===== src/rtl/vram_arbiter.sv =====
// vram_arbiter: single-port SRAM arbiter giving display reads priority over FIFO-buffered GPU writes.
// Optional VRAM_ARB_SNOOP_EN: a committed write to the currently displayed address also updates o_disp_pixel.
module vram_arbiter #(
    parameter int ADDR_W      = 18,
    parameter int DATA_W      = 16,
    parameter int WFIFO_DEPTH = 16
) (
    input  logic              i_clk,
    input  logic              i_rst_n,
    input  logic [ADDR_W-1:0] i_disp_address,
    output logic [DATA_W-1:0] o_disp_pixel,
    input  logic              i_wr_valid,
    output logic              o_wr_ready,
    input  logic [ADDR_W-1:0] i_wr_address,
    input  logic [DATA_W-1:0] i_wr_data,
    output logic [ADDR_W-1:0] o_sram_addr,
    output logic [DATA_W-1:0] o_sram_dq_out,
    output logic              o_sram_dq_oe,
    input  logic [DATA_W-1:0] i_sram_dq_in,
    output logic              o_sram_ce_n,
    output logic              o_sram_oe_n,
    output logic              o_sram_we_n,
    output logic              o_sram_ub_n,
    output logic              o_sram_lb_n
);
    localparam int PTR_W = $clog2(WFIFO_DEPTH);

    typedef enum logic [1:0] {IDLE, READ, WRITE} slot_t;

    slot_t             state, nxt;
    logic [ADDR_W-1:0] disp_q, last_read_addr;
    logic              last_valid;
    logic [ADDR_W-1:0] fifo_addr [WFIFO_DEPTH];
    logic [DATA_W-1:0] fifo_data [WFIFO_DEPTH];
    logic [PTR_W-1:0]  wptr, rptr, head;
    logic [PTR_W:0]    count;
    logic              full, push, pop, read_req, write_avail;

    // The entry being written in the current WRITE slot is still counted until
    // its closing edge, so the next candidate is the one behind it.
    assign pop         = state == WRITE;
    assign full        = count == (PTR_W+1)'(WFIFO_DEPTH);
    assign push        = i_wr_valid && !full;
    assign o_wr_ready  = !full;
    assign head        = rptr + {{(PTR_W-1){1'b0}}, pop};
    assign write_avail = count > {{PTR_W{1'b0}}, pop};
    // A read already in flight for disp_q must not be requested a second time.
    assign read_req    = (disp_q != last_read_addr || !last_valid) &&
                         !(state == READ && o_sram_addr == disp_q);
    assign o_sram_ub_n = 1'b0;
    assign o_sram_lb_n = 1'b0;

    // Display address pipeline stage; also runs during reset so the first read targets a real address.
    always_ff @(posedge i_clk) disp_q <= i_disp_address;

    // Write FIFO storage.
    always_ff @(posedge i_clk) begin
        if (push) begin
            fifo_addr[wptr] <= i_wr_address;
            fifo_data[wptr] <= i_wr_data;
        end
    end

    // Write FIFO pointers and occupancy.
    always_ff @(posedge i_clk or negedge i_rst_n) begin
        if (!i_rst_n) begin
            wptr  <= '0;
            rptr  <= '0;
            count <= '0;
        end else begin
            wptr  <= wptr + {{(PTR_W-1){1'b0}}, push};
            rptr  <= rptr + {{(PTR_W-1){1'b0}}, pop};
            count <= count + {{PTR_W{1'b0}}, push} - {{PTR_W{1'b0}}, pop};
        end
    end

    // Slot register.
    always_ff @(posedge i_clk or negedge i_rst_n) begin
        if (!i_rst_n) state <= IDLE;
        else          state <= nxt;
    end

    // Slot selection: display reads first, then pending writes.
    always_comb begin
        nxt = IDLE;
        nxt = read_req ? READ : write_avail ? WRITE : IDLE;
    end

    // Registered SRAM strobes, address and write data for the upcoming slot.
    always_ff @(posedge i_clk or negedge i_rst_n) begin
        if (!i_rst_n) begin
            o_sram_addr   <= '0;
            o_sram_dq_out <= '0;
            o_sram_dq_oe  <= 1'b0;
            o_sram_ce_n   <= 1'b1;
            o_sram_oe_n   <= 1'b1;
            o_sram_we_n   <= 1'b1;
        end else begin
            o_sram_addr   <= nxt == READ ? disp_q : nxt == WRITE ? fifo_addr[head] : o_sram_addr;
            o_sram_dq_out <= nxt == WRITE ? fifo_data[head] : o_sram_dq_out;
            o_sram_dq_oe  <= nxt == WRITE;
            o_sram_ce_n   <= 1'b0;
            o_sram_oe_n   <= nxt != READ;
            o_sram_we_n   <= nxt != WRITE;
        end
    end

    // Capture read data and remember which address the display now shows.
    always_ff @(posedge i_clk or negedge i_rst_n) begin
        if (!i_rst_n) begin
            o_disp_pixel   <= '0;
            last_read_addr <= '0;
            last_valid     <= 1'b0;
        end else if (state == READ) begin
            o_disp_pixel   <= i_sram_dq_in;
            last_read_addr <= o_sram_addr;
            last_valid     <= 1'b1;
        end
`ifdef VRAM_ARB_SNOOP_EN
        else if (state == WRITE && last_valid && o_sram_addr == last_read_addr) begin
            o_disp_pixel <= o_sram_dq_out;
        end
`endif
    end
endmodule


===== config.mk =====
export PLATFORM = sky130hd
export DESIGN_NAME = vram_arbiter
export DESIGN_NICKNAME = d
export VERILOG_FILES = /design/src/rtl/vram_arbiter.sv
export SDC_FILE = /design/constraint.sdc
export NUM_CORES = 1
export LEC_CHECK = 0
export CAP_MARGIN = 20
export CORE_MARGIN = 5
export CORE_UTILIZATION = 45
export CTS_BUF_LIST = sky130_fd_sc_hd__clkbuf_4
export CTS_CLUSTER_DIAMETER = 100
export DETAILED_ROUTE_END_ITERATION = 16
export DONT_BUFFER_PORTS = 1
export MAX_ROUTING_LAYER = met4
export PLACE_DENSITY = 0.64
export SYNTH_ARGS = -nofsm -noshare
export SYNTH_HDL_FRONTEND = slang
export SYNTH_SLANG_ARGS = --single-unit

===== constraint.sdc =====
create_clock -name i_clk -period 9.1 [get_ports i_clk]
set_input_delay 0.455 -clock i_clk [delete_from_list [all_inputs] [get_ports i_clk]]
set_output_delay 0.455 -clock i_clk [all_outputs]
set_load 0.01 [all_outputs]

==> results.sh, run 1 <==
export IMPL_outcome="finished clean"
export IMPL_grt_use_total_pct=19.6
export IMPL_hold_viol_final=0
export IMPL_p_total_mw=6.73
export IMPL_clock_sinks=649
export IMPL_r2r_end="o_sram_addr[3]$_DFFE_PN0P_"
export IMPL_wirelength_um=56300
export IMPL_avgSynthCellArea_um2=19.5
export IMPL_setup_violations=0
export IMPL_tns_ns=0
export IMPL_grt_ovfl_total=0
export IMPL_worstSetupPathType="reg2reg"
export IMPL_rsz0062_at_grt="false"
export IMPL_drtPass1Iterations=7
export IMPL_synth_main_ff_cell="edfxtp_1"
export IMPL_yosysUniqueCellTypes=42
export IMPL_die_w_um=246
export IMPL_critPathMaxFanout=51
export IMPL_synth_largest_area_cell="edfxtp_1"
export IMPL_arrival_ns=5.58
export IMPL_clk_latency_ns=0.98
export IMPL_rrSetupSlack_ns=4.30
export IMPL_async_flop_share_pct=13.4
export IMPL_ys_top_cells_by_area="edfxtp_1 65%, mux4_2 12%, dfrtp_1 8.4%, nand2_1 2.1%, mux2_2 1.8%"
export IMPL_worst_hold_path_type="in2async"
export IMPL_tightest_slew_ns=1.09
export IMPL_syn_to_final_growth_pct=15.6
export IMPL_wl_per_cell_um=23.6
export IMPL_clockBufferDepth=3
export IMPL_ant_nets=0
export IMPL_finClkSkew_ns=0.0624
export IMPL_cts_resized=0
export IMPL_vias=12800
export IMPL_place_port_buffers=0
export IMPL_yosys_warnings=0
export IMPL_ff2ff_path_depth=12
export IMPL_pin_count=128
export IMPL_finalCriticalPeriod_ns=4.80
export IMPL_crit_path_end_kind="flop"
export IMPL_maxSlewHeadroom_pct=27.2
export IMPL_place_gp_congestion=0.731
export IMPL_avgViaCountPerCell=5.36
export IMPL_path_clk_slew_ns=0.07
export IMPL_rr_startpoint="o_sram_dq_oe$_DFF_PN0_"
export IMPL_fp_dieH_um=246
export IMPL_final_common_cell="edfxtp_1"
export IMPL_hpwlAfterDp_um=27900
export IMPL_max_freq_mhz=208
export IMPL_worst_setup_path_start_kind="flop"
export IMPL_rows=86
export IMPL_drt_iter0_drc=986
export IMPL_first_global_vias=13500
export IMPL_antenna_found_initial=6
export IMPL_p_per_area_nw_per_um2=231
export IMPL_grt_pass1_wl_um=85000
export IMPL_fin_nets=1588
export IMPL_synth_seq_cells=649
export IMPL_wl_met1_um=23500
export IMPL_numCtsBuffers=160
export IMPL_synth_edff_count=544
export IMPL_drc_errors=0
export IMPL_netlist_area_um2=25200
export IMPL_power_leakage_nw=9.75
export IMPL_grt_max_degree=112
export IMPL_required_ns=9.88
export IMPL_highest_layer="met4"
export IMPL_synthCells=1289
export IMPL_drive_gt1_share_pct=30.6
export IMPL_final_max_slew_viol_count=0
export IMPL_cap_violations=0
export IMPL_wl_met3_um=4240
export IMPL_start_util_pct=45.6
export IMPL_core_um2=55200
export IMPL_cts_tree="yes"
export IMPL_post_cts_buffers=0
export IMPL_final_cell_mix="544 x edfxtp_1, 242 x clkbuf_4, 140 x nand2_1, 136 x mux4_2, 88 x dlygate4sd3_1"
export IMPL_cts_htree_levels=4
export IMPL_synth_top_area_share_pct=64.9
export IMPL_die_area_um2=60700
export IMPL_root_buffer="clkbuf_4"
export IMPL_seq_area_frac_synth_pct=75.0
export IMPL_vdd_drop_max_v=0.000126
export IMPL_fin_crit_sh_pct=52.7
export IMPL_route_met2_wl_um=27900
export IMPL_hold_buffers=89
-- power by group --
part	switching [mW]	internal, mW	leakage (nW)
registers	0.0900	3.52	6.12
clock network	1.13	1.33	1.26
logic	0.455	0.202	2.37
-- worst max path at each step --
| stage | endpoint | depth (start not counted) | startpoint | slack, ns |
|---|---|---|---|---|
| floorplan | fifo_addr[0][0]$_DFFE_PP_ | 7 | count[2]$_DFF_PN0_ | 4.92 |
| global placement | o_sram_addr[17]$_DFFE_PN0P_ | 12 | o_sram_dq_oe$_DFF_PN0_ | 4.27 |
| detailed placement | o_sram_addr[17]$_DFFE_PN0P_ | 12 | o_sram_dq_oe$_DFF_PN0_ | 4.25 |
| CTS | o_sram_addr[3]$_DFFE_PN0P_ | 12 | o_sram_dq_oe$_DFF_PN0_ | 4.22 |
| global route | o_sram_addr[4]$_DFFE_PN0P_ | 12 | o_sram_dq_oe$_DFF_PN0_ | 4.00 |
| finish | o_sram_addr[3]$_DFFE_PN0P_ | 12 | o_sram_dq_oe$_DFF_PN0_ | 4.30 |
-- state kept, by name, summed over array words and instances (netlist names) --
signal / cells
fifo_addr: 288
state: 1
count: 5
o_sram_we_n: 1
o_disp_pixel: 16
last_read_addr: 18
wptr: 4
o_sram_oe_n: 1
o_sram_ce_n: 1
last_valid: 1
o_sram_dq_oe: 1
rptr: 4
o_sram_addr: 18
fifo_data: 256
disp_q: 18
o_sram_dq_out: 16
-- per-layer routing --
| layer | up-vias | track usage, % |
|---|---|---|
| met5 | - | - |
| met4 | 0 | 5.91 |
| met3 | 63 | 5.29 |
| met2 | 478 | 30.7 |
| met1 | 6642 | 25.4 |
| li1 | 5617 | - |
-- synthesized netlist by cell type (2+ instances only) --
| cell type | count |
|---|---|
| a31oi_1 | 34 |
| and3_1 | 16 |
| buf_1 | 3 |
| buf_2 | 20 |
| buf_4 | 5 |
| buf_6 | 15 |
| clkbuf_1 | 20 |
| dfrtp_1 | 84 |
| dfstp_2 | 3 |
| dfxtp_1 | 18 |
| edfxtp_1 | 544 |
| ha_1 | 15 |
| inv_1 | 11 |
| inv_2 | 3 |
| mux2_2 | 41 |
| mux2_4 | 9 |
| mux2i_1 | 18 |
| mux4_2 | 136 |
| nand2_1 | 140 |
| nand2b_1 | 2 |
| nand3_1 | 40 |
| nand4_1 | 8 |
| nor2_1 | 37 |
| nor2b_1 | 2 |
| nor3_1 | 6 |
| nor4_1 | 2 |
| xnor2_1 | 32 |
| xor2_1 | 11 |
-- layout make-up --
class	instances	area [um^2]
clock buffers	242	1820
repair buffers	112	1090
multi-input cells	563	5980
fillers	4420	26100
flip-flops and latches	649	18900
inverters	15	62.6
well taps	748	936
clock inverters	49	303
diodes	9	22.5
-- critical path, cell delays in order (launching register included) --
cell      delay, ns
dfrtp_1        0.48
nor2b_1        0.42
ha_4           0.21
ha_4           0.13
xnor2_2        0.10
buf_4          0.69
clkinv_2       1.10
buf_4          0.64
mux4_2         0.34
mux2i_1        0.14
nand2_1        0.07
nand3_1        0.15
a31oi_1        0.09
-- cells by family after synthesis --
family,synth area share [%]
xor+xnor,1.50
other cells,0.0149
compound gates,1.03
buf+inv,1.89
flops,75.0
fa+ha+maj,0.826
mux,15.3
simple gates,4.44
-- metrics by stage --
step / cell area, um^2 / setup WS, ns / utilization, % / cells / hold slack [ns]
after global routing: 29100 / 4.00 / 52.7 / 2387 / 0.112
after CTS: 29100 / 4.22 / 52.7 / 2378 / 0.0611
after floorplan: 25200 / 4.92 / - / 1291 / 0.159
after global placement: 26000 / 4.27 / 47.2 / 1998 / 0.163
after detailed placement: 26000 / 4.25 / 47.2 / 1998 / 0.163
final: 29100 / 4.30 / 52.7 / 2387 / 0.171
Note: power is estimated with default switching activity, not from simulation.
==> run 2: changes to the inputs <==
--- a/config.mk
+++ b/config.mk
@@ -5,6 +5,7 @@
 export SDC_FILE = /design/constraint.sdc
 export NUM_CORES = 1
 export LEC_CHECK = 0
+export ABC_AREA = 1
 export CAP_MARGIN = 20
 export CORE_MARGIN = 5
 export CORE_UTILIZATION = 45
@@ -13,7 +14,7 @@
 export DETAILED_ROUTE_END_ITERATION = 16
 export DONT_BUFFER_PORTS = 1
 export MAX_ROUTING_LAYER = met4
-export PLACE_DENSITY = 0.64
+export PLACE_DENSITY = 0.66
 export SYNTH_ARGS = -nofsm -noshare
 export SYNTH_HDL_FRONTEND = slang
 export SYNTH_SLANG_ARGS = --single-unit
==> constraint.sdc (replaced) <==
create_clock -name i_clk -period 4.23 [get_ports i_clk]
set_input_delay 0.2115 -clock i_clk [delete_from_list [all_inputs] [get_ports i_clk]]
set_output_delay 0.2115 -clock i_clk [all_outputs]
set_load 0.01 [all_outputs]
==> results.sh, run 2 <==
export IMPL_wirelength_um=70200
export IMPL_synthCells=2339
export IMPL_synth_top_area_share_pct=61.9
export IMPL_fp_dieH_um=252
export IMPL_route_met2_wl_um=32900
export IMPL_core_um2=57900
export IMPL_ant_nets=0
export IMPL_drive_gt1_share_pct=12.4
export IMPL_cts_resized=0
export IMPL_design_area_um2=30600
export IMPL_seqPwrFrac_pct=53.4
export IMPL_syn_to_final_growth_pct=16.1
export IMPL_yosys_warnings=0
export IMPL_avgSynthCellArea_um2=11.3
export IMPL_synth_seq_cells=649
export IMPL_muxShareOfSynthArea_pct=0
export IMPL_async_flop_share_pct=13.4
export IMPL_pin_count=128
export IMPL_rsz0062_at_grt="false"
export IMPL_synth_main_ff_cell="edfxtp_1"
export IMPL_synth_largest_area_cell="edfxtp_1"
export IMPL_dpl_cell_area_um2=27400
export IMPL_p_per_area_nw_per_um2=474
export IMPL_yosys_area_share_xor_xnor_pct=0.521
export IMPL_grt_use_total_pct=22.6
export IMPL_path_common_cell="nand3_1"
export IMPL_worst_setup_path_start_kind="flop"
export IMPL_rows=88
export IMPL_crit_path_end_kind="flop"
export IMPL_fin_nets=2608
export IMPL_cts_htree_levels=4
export IMPL_cts_tree="yes"
export IMPL_worst_hold_path_type="in2reg"
export IMPL_required_ns=5.05
export IMPL_final_cell_mix="544 x edfxtp_1, 469 x nor2_1, 371 x nand2_1, 263 x o21ai_0, 245 x nand3_1"
export IMPL_root_buffer="clkbuf_4"
export IMPL_netlist_area_um2=26400
export IMPL_drt_iter0_drc=1890
export IMPL_grt_ovfl_total=0
export IMPL_drc_errors=0
export IMPL_fillers=4860
export IMPL_highest_layer="met4"
export IMPL_synth_common_cells="544 x edfxtp_1, 485 x nor2_1, 371 x nand2_1"
export IMPL_wl_per_cell_um=20.5
export IMPL_multi_input_area_um2=6640
export IMPL_synth_adder_area_share_pct=0.787
export IMPL_seqCellArea_um2=18900
export IMPL_hpwlAfterDp_um=37800
export IMPL_finalCriticalPeriod_ns=3.10
export IMPL_cap_violations=0
export IMPL_final_max_slew_viol_count=0
export IMPL_clkPwrFrac_pct=36.2
export IMPL_crit_path_top_delay_cell="xnor2_4"
export IMPL_drtPass1Iterations=5
export IMPL_fin_crit_sh_pct=73.4
export IMPL_avgViaCountPerCell=5.37
export IMPL_vias=18400
export IMPL_vdd_drop_max_v=0.000287
export IMPL_die_area_um2=63600
export IMPL_regMostFlops="fifo_addr"
export IMPL_numCtsBuffers=161
export IMPL_wl_met3_um=7220
export IMPL_die_w_um=252
export IMPL_arrival_ns=3.92
export IMPL_hold_viol_final=0
export IMPL_largest_reg_flops=288
export IMPL_path_clk_slew_ns=0.07
export IMPL_antenna_found_initial=11
export IMPL_finClkSkew_ns=0.0727
export IMPL_p_total_mw=14.5
export IMPL_setup_violations=0
export IMPL_clockBufferDepth=3
export IMPL_first_global_vias=18200
export IMPL_synth_edff_count=544
export IMPL_place_gp_congestion=0.869
export IMPL_switching_share_pct=25.9
export IMPL_clock_sinks=649
export IMPL_yosysUniqueCellTypes=29
export IMPL_max_stage_delay_ns=0.89
export IMPL_maxSlewHeadroom_pct=24.0
export IMPL_grt_max_degree=170
export IMPL_p_int_mw=10.8
export IMPL_synth_top_family_by_area="simple AND/OR/NAND/NOR gates"
export IMPL_synth_simple_area_share_pct=17.0
export IMPL_tightest_slew_ns=1.14
export IMPL_synth_compound_area_share_pct=6.19
export IMPL_final_common_cell="edfxtp_1"
export IMPL_worstSetupPathType="reg2reg"
export IMPL_outcome="finished clean"
export IMPL_top_regs="fifo_addr: 288 flops, fifo_data: 256 flops"
export IMPL_tns_ns=0
export IMPL_critPathMaxFanout=27
export IMPL_power_leakage_nw=11.7
export IMPL_switching_power_mw=3.76
export IMPL_wl_met1_um=28400
export IMPL_seq_area_frac_synth_pct=71.5
export IMPL_p_comb_share_pct=10.5
export IMPL_grt_pass1_wl_um=107000
export IMPL_max_freq_mhz=322
export IMPL_yosysMostFrequentCell="edfxtp_1"
export IMPL_clk_latency_ns=0.98
export IMPL_place_port_buffers=0
export IMPL_start_util_pct=45.6
export IMPL_crit_chain="inv_1 > nor2_1 > ha_4 > ha_4 > xnor2_4 > buf_4 > o211ai_1 > nand3_1 > nand2_1 > nand3_1 > nand3_1"
export IMPL_ys_top_cells_by_area="edfxtp_1 62%, dfrtp_1 8.0%, nor2_1 6.9%, nand2_1 5.3%, o21ai_0 5.0%"
run 2: cell types whose count changed after synthesis, moves of 30 or more:
| cell | before | now |
|---|---|---|
| nor2_1 | 37 | 485 |
| o21ai_0 | 0 | 263 |
| nand2_1 | 140 | 371 |
| nand3_1 | 40 | 245 |
| mux4_2 | 136 | 0 |
| inv_1 | 11 | 110 |
| mux2_2 | 41 | 0 |
| o211ai_1 | 0 | 36 |
| a31oi_1 | 34 | 0 |
| xnor2_1 | 32 | 0 |
| buf_2 | 20 | 50 |
run 2: power by group through the flow:
stage | sequential (mW) | combinational (mW) | clock (mW)
after floorplan | 7.86 | 0.738 | 0
after global placement | 7.87 | 1.30 | 0
after detailed placement | 7.89 | 1.34 | 0
after CTS | 7.75 | 1.52 | 5.39
after global routing | 7.79 | 1.65 | 5.77
final | 7.76 | 1.52 | 5.26
run 2: worst paths after layout:
check | from | endpoint | slack, ns | cells past startpoint
max | o_sram_dq_oe$_DFF_PN0_ | o_sram_addr[14]$_DFFE_PN0P_ | 1.13 | 11
min | i_wr_address[11] | fifo_addr[8][11]$_DFFE_PP_ | 0.22 | 1
max reg2reg | o_sram_dq_oe$_DFF_PN0_ | o_sram_addr[14]$_DFFE_PN0P_ | 1.13 | 11
min reg2reg | last_valid$_DFFE_PN0P_ | last_valid$_DFFE_PN0P_ | 0.48 | 1
max in group asynchronous | i_rst_n | o_sram_dq_out[3]$_DFFE_PN0P_ | 3.22 | 4
min in group asynchronous | i_rst_n | o_sram_oe_n$_DFF_PN1_ | 0.47 | 3
run 2: critical path: cells and delay by family (launching register included):
family / cells / cell delay, ns
buf+inv: 2 / 0.61
compound gates: 1 / 0.15
simple gates: 5 / 0.50
fa+ha+maj: 2 / 0.35
xor+xnor: 1 / 0.89
flops: 1 / 0.46
run 2: metrics by stage:
stage | std cells | util, % | worst slack, ns | hold slack, ns
after floorplan | 2341 | - | 1.18 | -0.0841
after global placement | 3016 | 47.3 | 1.18 | -0.0799
after detailed placement | 3016 | 47.3 | 1.17 | -0.0804
after CTS | 3415 | 52.8 | 1.14 | 0.0746
after global routing | 3429 | 52.9 | 0.973 | 0.131
final | 3429 | 52.9 | 1.13 | 0.223
run 2: cell families after synthesis:
logic type               Yosys count
XOR/XNOR                          14
AO/OA/AOI/OAI                    305
other                              1
adder cells (fa/ha/maj)           16
flip-flops                       649
AND/OR/NAND/NOR                 1107
buffers and inverters            247
run 2: layout make-up:
| cell class | count | area share, % |
|---|---|---|
| inverter | 118 | 1.47 |
| tap | 765 | 3.12 |
| timing repair buffer | 146 | 5.18 |
| clock inverter | 55 | 1.04 |
| antenna | 14 | 0.114 |
| multi-input combinational | 1445 | 21.7 |
| sequential | 649 | 61.6 |
| clock buffer | 237 | 5.81 |
run 2: repair_timing:
action	4_1_cts	5_1_grt
hold buffers	107	0
hold endpoints to repair	672	0
buffers inserted	0	0
run 2: metal layers:
layer | vias up | global-route usage [%]
li1 | 8537 | -
met1 | 8832 | 28.7
met2 | 898 | 34.5
met3 | 146 | 7.33
met4 | 0 | 8.02
met5 | - | -
==> run 3: changes to the inputs <==
--- a/config.mk
+++ b/config.mk
@@ -14,7 +14,7 @@
 export DETAILED_ROUTE_END_ITERATION = 16
 export DONT_BUFFER_PORTS = 1
 export MAX_ROUTING_LAYER = met4
-export PLACE_DENSITY = 0.66
+export PLACE_DENSITY = 0.64
 export SYNTH_ARGS = -nofsm -noshare
 export SYNTH_HDL_FRONTEND = slang
 export SYNTH_SLANG_ARGS = --single-unit
==> constraint.sdc (replaced) <==
create_clock -name i_clk -period 2.95 [get_ports i_clk]
set_input_delay 0.1475 -clock i_clk [delete_from_list [all_inputs] [get_ports i_clk]]
set_output_delay 0.1475 -clock i_clk [all_outputs]
set_load 0.01 [all_outputs]
==> results.sh, run 3 (synthesis gave the netlist of run 2 again) <==
export IMPL_whs_path_depth=1
export IMPL_numCtsBuffers=163
export IMPL_pin_count=128
export IMPL_final_common_cell="edfxtp_1"
export IMPL_fillers=4907
export IMPL_largest_reg_flops=288
export IMPL_worst_hold_path_type="in2reg"
export IMPL_dp_slack_ns=0.261
export IMPL_crit_path_end_kind="flop"
export IMPL_final_cell_mix="544 x edfxtp_1, 469 x nor2_1, 371 x nand2_1, 263 x o21ai_0, 248 x clkbuf_4"
export IMPL_first_global_vias=18200
export IMPL_fin_ws_ns=0.234
export IMPL_hold_viol_final=0
export IMPL_p_per_area_nw_per_um2=681
export IMPL_tightest_slew_ns=0.988
export IMPL_regMostFlops="fifo_addr"
export IMPL_grt_ovfl_total=0
export IMPL_drt_iter0_drc=2047
export IMPL_hpwlAfterDp_um=39000
export IMPL_cts_htree_levels=4
export IMPL_die_area_um2=63600
export IMPL_setup_violations=0
export IMPL_outcome="finished clean"
export IMPL_arrival_ns=3.61
export IMPL_finalCriticalPeriod_ns=2.72
export IMPL_vdd_drop_max_v=0.000300
export IMPL_p_total_mw=21.1
export IMPL_post_cts_buffers=0
export IMPL_path_clk_slew_ns=0.07
export IMPL_root_buffer="clkbuf_4"
export IMPL_post_route_util_pct=53.5
export IMPL_max_freq_mhz=368
export IMPL_clockBufferDepth=3
export IMPL_die_w_um=252
export IMPL_maxSlewHeadroom_pct=34.0
export IMPL_final_max_slew_viol_count=0
export IMPL_rows=88
export IMPL_vias=18300
export IMPL_grt_use_total_pct=22.9
export IMPL_critPathMaxFanout=34
export IMPL_power_leakage_nw=11.9
export IMPL_finClkSkew_ns=0.0747
export IMPL_core_um2=57900
export IMPL_drive_gt1_share_pct=13.5
export IMPL_drtPass1Iterations=5
export IMPL_rsz0062_at_grt="false"
export IMPL_avgViaCountPerCell=5.30
export IMPL_worstSetupPathType="reg2reg"
export IMPL_syn_to_final_growth_pct=17.4
export IMPL_start_util_pct=45.6
export IMPL_wl_per_cell_um=20.5
export IMPL_hold_slack_ns=0.162
export IMPL_ff2ff_path_depth=10
export IMPL_cts_tree="yes"
export IMPL_worst_setup_path_start_kind="flop"
export IMPL_antenna_found_initial=13
export IMPL_place_port_buffers=0
export IMPL_drc_errors=0
export IMPL_clock_sinks=649
export IMPL_place_gp_congestion=0.843
export IMPL_grt_max_degree=85
export IMPL_clk_latency_ns=0.99
export IMPL_cap_violations=0
export IMPL_dpl_cell_area_um2=27700
export IMPL_fin_crit_sh_pct=92.1
export IMPL_top_regs="fifo_addr: 288 flops, fifo_data: 256 flops"
export IMPL_design_area_um2=31000
export IMPL_required_ns=3.85
export IMPL_fin_nets=2634
export IMPL_fp_dieH_um=252
export IMPL_ant_nets=0
export IMPL_wirelength_um=70600
export IMPL_grt_pass1_wl_um=108000
-- run 3: changes by cell type in the layout (fill, tap and decap cells not counted) --
cell       previous run  this run
clkinv_1             41        31
diode_2              14        15
buf_12               15        23
clkinv_2              3         1
bufinv_16             4         5
buf_4                24        40
inv_2                12        11
inv_8                 0         1
clkbuf_4            237       248
inv_6                 1         0
-- run 3: report_power, final --
group / total [mW] / internal [mW] / switching [mW] / leakage, nW
clock: 7.79 / 4.25 / 3.53 / 1.29
combinational: 2.19 / 0.602 / 1.58 / 4.53
sequential: 11.1 / 10.9 / 0.260 / 6.12
total: 21.1 / 15.7 / 5.38 / 11.9
-- run 3: final timing paths --
| path | from | endpoint | slack [ns] |
|---|---|---|---|
| min in group asynchronous | i_rst_n | o_sram_ce_n$_DFF_PN1_ | 0.33 |
| max | o_sram_dq_oe$_DFF_PN0_ | o_sram_addr[7]$_DFFE_PN0P_ | 0.23 |
| min reg2reg | last_valid$_DFFE_PN0P_ | last_valid$_DFFE_PN0P_ | 0.47 |
| max reg2reg | o_sram_dq_oe$_DFF_PN0_ | o_sram_addr[7]$_DFFE_PN0P_ | 0.23 |
| max in group asynchronous | i_rst_n | o_sram_dq_out[0]$_DFFE_PN0P_ | 2.05 |
| min | i_wr_address[9] | fifo_addr[15][9]$_DFFE_PP_ | 0.16 |
-- run 3: area by class of cell --
cell class | count | area (um^2) | share of cell area [%]
Sequential cell | 649 | 18900 | 60.9
Multi-Input combinational cell | 1445 | 6640 | 21.4
Timing Repair Buffer | 170 | 1870 | 6.02
Clock buffer | 248 | 1860 | 6.01
Tap cell | 765 | 957 | 3.09
Inverter | 118 | 453 | 1.46
Clock inverter | 43 | 298 | 0.961
Antenna cell | 15 | 37.5 | 0.121
-- run 3: what timing repair did --
item                                    in CTS  in global routing
endpoints found under the setup margin       0                  1
endpoints found under the hold margin      677                  0
gates resized for setup                      0                  1
hold buffers                               107                  0
-- run 3: through the flow --
step / std cells / TNS [ns]
floorplan: 2341 / -39.91
global placement: 3040 / 0
detailed placement: 3040 / 0
CTS: 3438 / 0
global route: 3453 / 0
finish: 3453 / 0
-- run 3: layer usage --
metal	track usage [%]	vias to the layer above	wire, um
met4	7.63	0	1790
met2	33.9	840	32300
met3	7.96	140	7000
met1	29.9	8763	29500
li1	-	8574	-
met5	-	-	0
-- run 3: worst max-delay path, cell delays in order, from the launching register on --
cell	delay [ns]
dfrtp_1	0.47
inv_1	0.07
nor2_1	0.26
ha_4	0.20
nand3_1	0.17
xnor2_4	0.18
inv_2	0.72
nand3_1	0.18
nand2_1	0.17
nand3_1	0.11
nand3_1	0.08
